$ cat src/rtl/acq_seg.sv
// Segmented acquisition gate on an AXI4-Stream path: pre/post-trigger segments, TLAST per segment.
// Optional: define ACQ_TIMESTAMP_EN to add cts_i and the acq/trg/stp timestamp capture outputs.
module acq_seg #(
    parameter int unsigned DN = 1,
    parameter int unsigned DW = 14,
    parameter int unsigned TN = 1,
`ifdef ACQ_TIMESTAMP_EN
    parameter int unsigned TW = 64,
`endif
    parameter int unsigned CW = 32
) (
    input  logic             clk_i,
    input  logic             rstn_i,
    input  logic [DN*DW-1:0] sti_tdata_i,
    input  logic [DN-1:0]    sti_tkeep_i,
    input  logic             sti_tvalid_i,
    output logic             sti_tready_o,
    output logic [DN*DW-1:0] sto_tdata_o,
    output logic [DN-1:0]    sto_tkeep_o,
    output logic             sto_tvalid_o,
    output logic             sto_tlast_o,
    input  logic             sto_tready_i,
    input  logic             ctl_rst_i,
    input  logic             cfg_con_i,
    input  logic             cfg_aut_i,
    input  logic [TN-1:0]    cfg_trg_i,
    input  logic [CW-1:0]    cfg_pre_i,
    input  logic [CW-1:0]    cfg_pst_i,
    input  logic             ctl_acq_i,
    input  logic [TN-1:0]    ctl_trg_i,
    input  logic             ctl_stp_i,
`ifdef ACQ_TIMESTAMP_EN
    input  logic [TW-1:0]    cts_i,
    output logic [TW-1:0]    cts_acq_o,
    output logic [TW-1:0]    cts_trg_o,
    output logic [TW-1:0]    cts_stp_o,
`endif
    output logic             sts_acq_o,
    output logic             sts_trg_o,
    output logic [CW-1:0]    sts_pre_o,
    output logic [CW-1:0]    sts_pst_o,
    output logic [CW-1:0]    sts_seg_o,
    output logic             irq_trg_o,
    output logic             irq_stp_o
);

    typedef enum logic [1:0] {IDLE, PRE, ARM, PST} state_e;

    state_e           state_q, state_d;
    logic             sts_acq_q, sts_trg_q, irq_trg_q, irq_stp_q;
    logic [CW-1:0]    sts_pre_q, sts_pst_q, sts_seg_q;
    logic [CW-1:0]    pre_d, pst_d;
    logic [DN*DW-1:0] tdata_q;
    logic [DN-1:0]    tkeep_q;
    logic             tvalid_q, tlast_q;
    logic             xfer, trig, pre_zero, pst_zero;
    logic             start, stop, trg_acc, seg_end, to_idle, rearm;

    assign sti_tready_o = ~tvalid_q | sto_tready_i;
    assign xfer         = sti_tvalid_i & sti_tready_o;
    assign trig         = (|(ctl_trg_i & cfg_trg_i)) | cfg_aut_i;
    assign pre_zero     = (cfg_pre_i == '0);
    assign pst_zero     = (cfg_pst_i == '0);

    always_comb begin
        pre_d = sts_pre_q;
        if (xfer && (sts_pre_q != '1)) pre_d = sts_pre_q + CW'(1);
        pst_d = sts_pst_q + CW'(xfer);
    end

    // Stop outranks trigger and counter-driven moves; segment end either idles or re-arms.
    always_comb begin
        state_d = state_q;
        start   = 1'b0;
        stop    = 1'b0;
        trg_acc = 1'b0;
        seg_end = 1'b0;
        case (state_q)
            IDLE: if (ctl_acq_i) begin
                start   = 1'b1;
                state_d = pre_zero ? ARM : PRE;
            end
            PRE: begin
                if (ctl_stp_i) stop = 1'b1;
                else if (pre_d >= cfg_pre_i) state_d = ARM;
            end
            ARM: begin
                if (ctl_stp_i) stop = 1'b1;
                else if (trig) begin
                    trg_acc = 1'b1;
                    if (pst_zero) seg_end = 1'b1;
                    else state_d = PST;
                end
            end
            PST: begin
                if (ctl_stp_i) stop = 1'b1;
                else if (xfer && (pst_d >= cfg_pst_i)) seg_end = 1'b1;
            end
            default: state_d = IDLE;
        endcase
        if (stop) state_d = IDLE;
        if (seg_end) state_d = cfg_con_i ? (pre_zero ? ARM : PRE) : IDLE;
        rearm   = seg_end & cfg_con_i;
        to_idle = stop | (seg_end & ~cfg_con_i);
    end

    always_ff @(posedge clk_i or negedge rstn_i) begin
        if (!rstn_i) begin
            state_q   <= IDLE;
            sts_acq_q <= 1'b0;
            sts_trg_q <= 1'b0;
            irq_trg_q <= 1'b0;
            irq_stp_q <= 1'b0;
            sts_pre_q <= '0;
            sts_pst_q <= '0;
            sts_seg_q <= '0;
            tdata_q   <= '0;
            tkeep_q   <= '0;
            tvalid_q  <= 1'b0;
            tlast_q   <= 1'b0;
        end else if (ctl_rst_i) begin
            state_q   <= IDLE;
            sts_acq_q <= 1'b0;
            sts_trg_q <= 1'b0;
            irq_trg_q <= 1'b0;
            irq_stp_q <= 1'b0;
            sts_pre_q <= '0;
            sts_pst_q <= '0;
            sts_seg_q <= '0;
            tdata_q   <= '0;
            tkeep_q   <= '0;
            tvalid_q  <= 1'b0;
            tlast_q   <= 1'b0;
        end else begin
            state_q   <= state_d;
            sts_acq_q <= (state_d != IDLE);
            sts_trg_q <= (state_d == PST);
            irq_trg_q <= trg_acc;
            irq_stp_q <= to_idle;

            if (start || rearm) begin
                sts_pre_q <= '0;
                sts_pst_q <= '0;
            end else if ((state_q == PRE) || (state_q == ARM)) begin
                sts_pre_q <= pre_d;
            end else if (state_q == PST) begin
                sts_pst_q <= pst_d;
            end

            if (start) sts_seg_q <= '0;
            else if (trg_acc) sts_seg_q <= sts_seg_q + CW'(1);

            // IDLE beats are consumed but never loaded; a stop cycle forwards its beat without TLAST.
            if (sto_tready_i) begin
                tvalid_q <= 1'b0;
                tlast_q  <= 1'b0;
            end
            if (xfer && (state_q != IDLE)) begin
                tvalid_q <= 1'b1;
                tdata_q  <= sti_tdata_i;
                tkeep_q  <= sti_tkeep_i;
                tlast_q  <= seg_end;
            end
        end
    end

`ifdef ACQ_TIMESTAMP_EN
    logic [TW-1:0] cts_acq_q, cts_trg_q, cts_stp_q;

    always_ff @(posedge clk_i or negedge rstn_i) begin
        if (!rstn_i) begin
            cts_acq_q <= '0;
            cts_trg_q <= '0;
            cts_stp_q <= '0;
        end else if (ctl_rst_i) begin
            cts_acq_q <= '0;
            cts_trg_q <= '0;
            cts_stp_q <= '0;
        end else begin
            if (start)   cts_acq_q <= cts_i;
            if (trg_acc) cts_trg_q <= cts_i;
            if (to_idle) cts_stp_q <= cts_i;
        end
    end

    assign cts_acq_o = cts_acq_q;
    assign cts_trg_o = cts_trg_q;
    assign cts_stp_o = cts_stp_q;
`endif

    assign sto_tdata_o  = tdata_q;
    assign sto_tkeep_o  = tkeep_q;
    assign sto_tvalid_o = tvalid_q;
    assign sto_tlast_o  = tlast_q;
    assign sts_acq_o    = sts_acq_q;
    assign sts_trg_o    = sts_trg_q;
    assign sts_pre_o    = sts_pre_q;
    assign sts_pst_o    = sts_pst_q;
    assign sts_seg_o    = sts_seg_q;
    assign irq_trg_o    = irq_trg_q;
    assign irq_stp_o    = irq_stp_q;

endmodule

$ cat config.mk
export PLATFORM = sky130hd
export DESIGN_NAME = acq_seg
export DESIGN_NICKNAME = d
export VERILOG_FILES = /design/src/rtl/acq_seg.sv
export SDC_FILE = /design/constraint.sdc
export NUM_CORES = 1
export LEC_CHECK = 0
export ABC_AREA = 1
export ABC_CLOCK_PERIOD_IN_PS = 4500
export BUFFER_PORTS_ARGS = -buffer_cell sky130_fd_sc_hd__buf_2
export CORE_AREA = 5 5 187 189
export DETAILED_ROUTE_END_ITERATION = 8
export DIE_AREA = 0 0 192 194
export PLACE_DENSITY = 0.47
export SLEW_MARGIN = 25
export SYNTH_ARGS = -nofsm -noshare
export SYNTH_HDL_FRONTEND = slang
export SYNTH_SLANG_ARGS = --single-unit
$ cat constraint.sdc
create_clock -name clk_i -period 4.5 [get_ports clk_i]
set_clock_uncertainty 0.15 [all_clocks]
set_input_delay 0.9 -clock clk_i [delete_from_list [all_inputs] [get_ports clk_i]]
set_output_delay 0.9 -clock clk_i [all_outputs]
set_load 0.02 [all_outputs]
==> run_results.csv, run 1 <==
group,metric,value,unit
floorplan,die_w,192,um
cts,cts-root-buf,"clkbuf_16",
placement,pre_cts_ws,-363.0,ps
cts,clock-sinks,119,
critical_path,reg2reg_from,"sto_tvalid_o$_DFFE_PN0P_",
placement,place_area,10920,um2
detailed_routing,detail-route-antenna-nets,0,
critical_path,cp_max_fo,16,
logic_synthesis,synth.area.mux_share,0,%
detailed_routing,wirelength,30620,um
detailed_routing,drc,0,
floorplan,io_pins,208,
logic_synthesis,synthSimpleGateAreaFrac,30.02,%
pwr,power_leakage,6.064,nW
pwr,p_per_area,274.4,nW/um2
pwr,p_seq_share,35.9,%
pwr,switchingPower,1.007,mW
logic_synthesis,yosysUniqueCellTypes,51,
critical_path,crit_arrival,4380,ps
critical_path,crit_slowest_cell,"ha_1",
sta,finalSetupViolCount,0,
floorplan,die_area,37250,um2
critical_path,endpoint_kind,"flop",
hold_path,hold_end,"sto_tdata_o[9]$_DFFE_PN0P_",
detailed_routing,drt_iter0_drc,326,
run_status,outcome,"completed",
critical_path,setup.worst_path.class,"in2reg",
pwr,combPwrFrac,19.6,%
cts,cts_buffers,17,
detailed_routing,firstDrtPassIters,5,
sta,finalCriticalPeriod,4212,ps
global_routing,gr-total-overflow,0,
hold_path,hold-path-cell-count,1,
detailed_routing,routed_via_density,4.573,
placement,dp_hpwl,23930,um
cts,cts_htree_levels,4,
hold_path,hp-start,"sto_tdata_o[9]$_DFFE_PN0P_",
cts,clk-insertion-delay-late,430,ps
critical_path,critical_path.max_stage_delay,280,ps
final_layout,area_growth,28.24,%
global_routing,grt_pass1_vias,9046,
logic_synthesis,netlist_instances,1238,
sta,hold_viol_final,0,
logic_synthesis,synthAdderAreaFrac,9.893,%
pwr,vdd_drop_max,0.0002573,V
critical_path,r2r_slack,500,ps
logic_synthesis,synth-seq-cells,119,
logic_synthesis,yosys-top-cells-area,"dfrtp_1, nand2_1, ha_1",
floorplan,std_cell_rows,67,
critical_path,required,4670,ps
cts,cts_buffer_depth,2,
global_routing,grt_max_degree,62,
job,max_cap_violations,0,
sta,fin_crit_sh,93.60,%
pwr,finalPower,3.204,mW
critical_path,startpoint_type,"primary input",
logic_synthesis,synth_compound_area_share,11.83,%
logic_synthesis,synthArstFlopShare,100.0,%
cts,tritoncts,"done",
placement,io_buffers,207,
logic_synthesis,synth.avg_cell_area,7.356,um2
floorplan,core_area,33110,um2
pwr,swShare,31.42,%
logic_synthesis,syn-num-nets,1400,
floorplan,die_height,194,um
floorplan,start_util,27.50,%
logic_synthesis,syn_area,9106,um2
logic_synthesis,synth_edf_count,0,
critical_path,reg2reg_depth,30,
sta,worst_pin_slew,849.1,ps
cts,clk_pin_slew,60,ps
logic_synthesis,ys_seq_area_share,32.70,%
final_layout,final_cell_area,11680,um2
logic_synthesis,yosys_most_used_dff,"dfrtp_1",
logic_synthesis,synth_top_family_by_area,"simple AND/OR/NAND/NOR gates",
critical_path,path_common_cell,"nand2_2",
logic_synthesis,netlist.area_leader.share,32.70,%
final_layout,nNetsFinal,1641,
final_layout,drive_gt1_share,23.88,%
sta,relSlewSlack,43.40,%
cts,cts-hold-fix-buffers,0,
global_routing,grt_usage,16.36,%
sta,setup_slack,287.8,ps
detailed_routing,vias,8868,
sta,fmax,237.4,MHz
critical_path,rr_endpoint,"sts_pre_o[16]$_DFFE_PN0P_",
global_routing,antenna_found_initial,0,
logic_synthesis,yosysWarnings,0,
logic_synthesis,synth_xor_area_share,5.482,%
global_routing,grt_first_pass_wirelength,48910,um
sta,drv_slew,0,
logic_synthesis,yosysTopAreaCell,"dfrtp_1",
hold_path,hold_class,"reg2reg",
placement,globalplace.congestion,0.8549,
pwr,p_int,2.198,mW
pwr,clock_power_share,44.5,%
detailed_routing,routedWlPerCell,15.79,um
final_layout,antenna_cells,0,
## routing by layer
metal / vias up / track usage, % / share of wire [%]
li1: 4548 / - / -
met1: 4114 / 21.13 / 45
met2: 181 / 27.40 / 48
met3: 25 / 4.123 / 5.0
met5: - / 0 / 0
met4: 0 / 4.015 / 1.7
## stage by stage
| step | hold slack (ps) | cells | util [%] | TNS (ps) |
|---|---|---|---|---|
| 6_report | 345.4 | 1939 | 35.27 | 0 |
| 5_1_grt | 357.8 | 1939 | 35.27 | -1414 |
| 4_1_cts | 349.7 | 1933 | 34.76 | 0 |
| 3_5_place_dp | 334.4 | 1902 | 32.96 | -20470 |
| 3_3_place_gp | 332.2 | 1902 | 32.96 | -15450 |
| 2_1_floorplan | 454.4 | 1238 | - | 0 |
## cell families (layout without fill, tap and decap cells)
group           after synthesis  count (layout)
fa+ha+maj                    72              72
buf+inv                     231             484
compound gates              165             165
flops                       119             119
xor+xnor                     57              57
simple gates                594             594
## critical path, delay by kind of cell
family,cells,cell delay (ps)
fa+ha+maj,3,550
buf+inv,6,470
xor+xnor,1,130
simple gates,22,2310
## cell usage in the layout, fill, tap and decap left out, drive strengths merged, types with 2 or more instances in the layout
cell	instances
a211oi	15
and3	2
o221ai	2
a22o	15
nand4	33
nor3	38
o211ai	3
ha	72
or2	4
nor2	141
clkinvlp	4
o21ai	30
a221oi	2
a21oi	88
xnor2	22
nor4	18
nand3	101
o21bai	2
o21a	4
xor2	35
buf	256
dfrtp	119
bufinv	3
inv	193
nand2	253
a31oi	2
clkinv	7
clkbuf	21
and2	2
## flip-flops by register name, summed over array words and instances, names as in the netlist
signal / cells
sts_trg_o: 1
state_q: 2
sto_tvalid_o: 1
sto_tkeep_o: 1
sto_tlast_o: 1
sts_pre_o: 32
irq_stp_o: 1
sts_seg_o: 32
sts_acq_o: 1
irq_trg_o: 1
sto_tdata_o: 14
sts_pst_o: 32
## worst max-delay path by stage
stage | slack [ps] | depth (start not counted) | end | start
6_report | 290 | 32 | sts_pre_o[16]$_DFFE_PN0P_ | sto_tready_i
5_1_grt | -60 | 31 | sts_pre_o[8]$_DFFE_PN0P_ | sto_tready_i
4_1_cts | 100 | 32 | sts_pre_o[8]$_DFFE_PN0P_ | sto_tready_i
3_5_place_dp | -360 | 32 | sts_pre_o[8]$_DFFE_PN0P_ | sto_tready_i
3_3_place_gp | -280 | 32 | sts_pre_o[8]$_DFFE_PN0P_ | sto_tready_i
2_1_floorplan | 2 | 31 | sts_pre_o[19]$_DFFE_PN0P_ | sto_tready_i
## timing repair
action,4_1_cts,5_1_grt
gates resized for setup,0,20
endpoints found under the setup margin,0,70
setup buffers,0,4
hold endpoints to repair,0,0
## power groups by stage
stage	clock network (mW)	registers (mW)	logic, mW
after floorplan	0	1.20	0.338
after global placement	0	1.17	0.610
after detailed placement	0	1.17	0.612
after CTS	1.47	1.15	0.614
after global routing	1.52	1.16	0.709
final	1.43	1.15	0.629
## synthesized netlist by cell type (5+ instances only)
library cell	n
a211oi_1	14
a21oi_1	78
a21oi_4	9
a22o_1	15
buf_2	16
clkbuf_1	13
dfrtp_1	119
ha_1	72
inv_1	187
inv_2	5
nand2_1	247
nand2_2	5
nand3_1	96
nand4_1	29
nor2_1	128
nor2_2	9
nor3_1	36
nor4_1	16
o21ai_0	29
xnor2_1	22
xor2_1	35
## area by class of cell
class                           count  area (um2)
Clock buffer                       19       442.9
Clock inverter                     12       152.6
Timing Repair Buffer              258        1506
Tap cell                          448       560.5
Inverter                          195       739.5
Multi-Input combinational cell    888        5298
Fill cell                        3657       21440
Sequential cell                   119        2978
No activity file was read; power rests on OpenSTA's default activity.
==> run 2: changes to the inputs <==
- BUFFER_PORTS_ARGS: -buffer_cell sky130_fd_sc_hd__buf_2 -> -buffer_cell sky130_fd_sc_hd__buf_4
==> run_results.csv, run 2 (synthesis gave the netlist of run 1 again) <==
group,metric,value,unit
sta,hold_viol_final,0,
detailed_routing,drt_iter0_drc,481,
placement,io_buffers,207,
final_layout,final_cell_area,12220,um2
floorplan,start_util,27.50,%
pwr,p_int,2.231,mW
critical_path,crit_arrival,4390,ps
placement,dp_hpwl,24230,um
floorplan,die_w,192,um
critical_path,cp_top_family,"simple AND/OR/NAND/NOR gates",
final_layout,utilization,36.91,%
global_routing,grt_max_degree,62,
critical_path,r2r_slack,460,ps
detailed_routing,routed_via_density,4.605,
detailed_routing,routedWlPerCell,16.09,um
hold_path,hold_class,"reg2reg",
final_layout,area_growth,34.23,%
cts,cts-root-buf,"clkbuf_16",
critical_path,critical_path.max_stage_delay,270,ps
placement,dp_cells,1903,
pwr,finalPower,3.273,mW
floorplan,core_area,33110,um2
pwr,swShare,31.84,%
final_layout,nNetsFinal,1641,
floorplan,die_height,194,um
sta,tns,0,ps
detailed_routing,detail-route-antenna-nets,0,
pwr,power_leakage,6.141,nW
pwr,vdd_drop_max,0.0002510,V
global_routing,grt_usage,16.73,%
critical_path,crit_slowest_cell,"ha_1",
critical_path,path_common_cell,"nand2_2",
critical_path,reg2reg_depth,30,
cts,cts_htree_levels,4,
global_routing,gr-total-overflow,0,
global_routing,antenna_found_initial,0,
final_layout,drive_gt1_share,24.26,%
cts,clk-insertion-delay-late,450,ps
critical_path,setup.worst_path.class,"in2reg",
detailed_routing,wirelength,31220,um
sta,whs,350.6,ps
critical_path,rr_endpoint,"sts_pre_o[12]$_DFFE_PN0P_",
global_routing,grt_first_pass_wirelength,49420,um
final_layout,antenna_cells,0,
critical_path,endpoint_kind,"flop",
cts,tritoncts,"done",
sta,finalCriticalPeriod,4211,ps
critical_path,cp-endpoint,"sts_pre_o[12]$_DFFE_PN0P_",
pwr,p_per_area,267.8,nW/um2
cts,clk_pin_slew,60,ps
critical_path,cp_max_fo,16,
sta,relSlewSlack,41.23,%
sta,worst_pin_slew,881.6,ps
critical_path,critPathLaunch,"sto_tready_i",
pwr,clock_power_share,44.4,%
sta,fmax,237.5,MHz
final_layout,final_cells,1940,
cts,clock-sinks,119,
pwr,combPwrFrac,20.5,%
cts,cts_buffers,17,
sta,drv_slew,0,
final_layout,final_cell_mix,"buf_4, nand2_1, inv_1, nor2_1, dfrtp_1",
floorplan,die_area,37250,um2
critical_path,cp.depth,32,
critical_path,reg2reg_from,"sto_tvalid_o$_DFFE_PN0P_",
run_status,outcome,"completed",
floorplan,io_pins,208,
placement,place_area,11440,um2
job,max_cap_violations,0,
sta,setup_slack,289.0,ps
critical_path,critical_path_buf_inv_count,7,
pwr,switchingPower,1.042,mW
sta,fin_crit_sh,93.58,%
placement,globalplace.congestion,0.8463,
detailed_routing,drc,0,
sta,finalSetupViolCount,0,
pwr,p_seq_share,35.1,%
final_layout,layout_commonest_cell,"buf_4",
placement,pre_cts_ws,-346.5,ps
critical_path,required,4680,ps
cts,cts_buffer_depth,2,
global_routing,grt_pass1_vias,9001,
critical_path,startpoint_type,"primary input",
floorplan,std_cell_rows,67,
detailed_routing,vias,8934,
detailed_routing,firstDrtPassIters,5,
run 2: changes by cell type in the layout (fill, tap and decap cells not counted), moves of 2 or more:
cell / previous run / this run
buf_2: 206 / 0
buf_4: 46 / 252
clkinv_4: 1 / 5
clkinvlp_4: 4 / 2
nor2_1: 123 / 121
run 2: power groups by stage:
stage	sequential, mW	clock [mW]	combinational, mW
after global placement	1.17	0	0.653
after global routing	1.16	1.55	0.742
after detailed placement	1.17	0	0.657
after CTS	1.15	1.50	0.659
final	1.15	1.45	0.670
after floorplan	1.20	0	0.338
run 2: timing repair:
item,CTS,global route
hold buffers,0,0
buffers inserted,0,3
resized for setup,0,24
endpoints found under the setup margin,0,69
run 2: area by class of cell:
| type | count | area, um2 |
|---|---|---|
| fill | 3528 | 20890 |
| multi-input combinational | 888 | 5320 |
| sequential | 119 | 2978 |
| timing repair buffer | 258 | 2022 |
| inverter | 195 | 737.0 |
| tap | 448 | 560.5 |
| clock buffer | 18 | 429.2 |
| clock inverter | 14 | 176.4 |
run 2: worst reg2reg max path, delay by kind of cell (launching register included):
family	cells	cell delay, ps
xor gates and xnor gates	1	120
buffers and inverters	5	530
adders and majority gates	3	550
and+or+nand+nor	19	1850
AOI/OAI and AO/OA	2	330
DFF	1	390
run 2: routing by layer:
layer / part of all wire, % / global-route usage (%) / routed length [um] / up-vias
met5: 0 / 0 / 0 / -
met4: 2.1 / 5.177 / 640 / 0
met3: 6.1 / 3.979 / 1913 / 38
met2: 48 / 27.57 / 14960 / 200
met1: 44 / 21.69 / 13700 / 4149
li1: - / - / - / 4547
run 2: how the worst min path moves through the flow:
stage | startpoint | endpoint | slack (ps) | depth (start not counted)
floorplan | rstn_i | irq_stp_o$_DFF_PN0_ | 450 | 0
finish | sto_tdata_o[1]$_DFFE_PN0P_ | sto_tdata_o[1]$_DFFE_PN0P_ | 350 | 1
global route | sto_tdata_o[11]$_DFFE_PN0P_ | sto_tdata_o[11]$_DFFE_PN0P_ | 380 | 1
detailed placement | sto_tdata_o[7]$_DFFE_PN0P_ | sto_tdata_o[7]$_DFFE_PN0P_ | 330 | 1
CTS | sto_tdata_o[7]$_DFFE_PN0P_ | sto_tdata_o[7]$_DFFE_PN0P_ | 350 | 1
global placement | sto_tdata_o[11]$_DFFE_PN0P_ | sto_tdata_o[11]$_DFFE_PN0P_ | 340 | 1
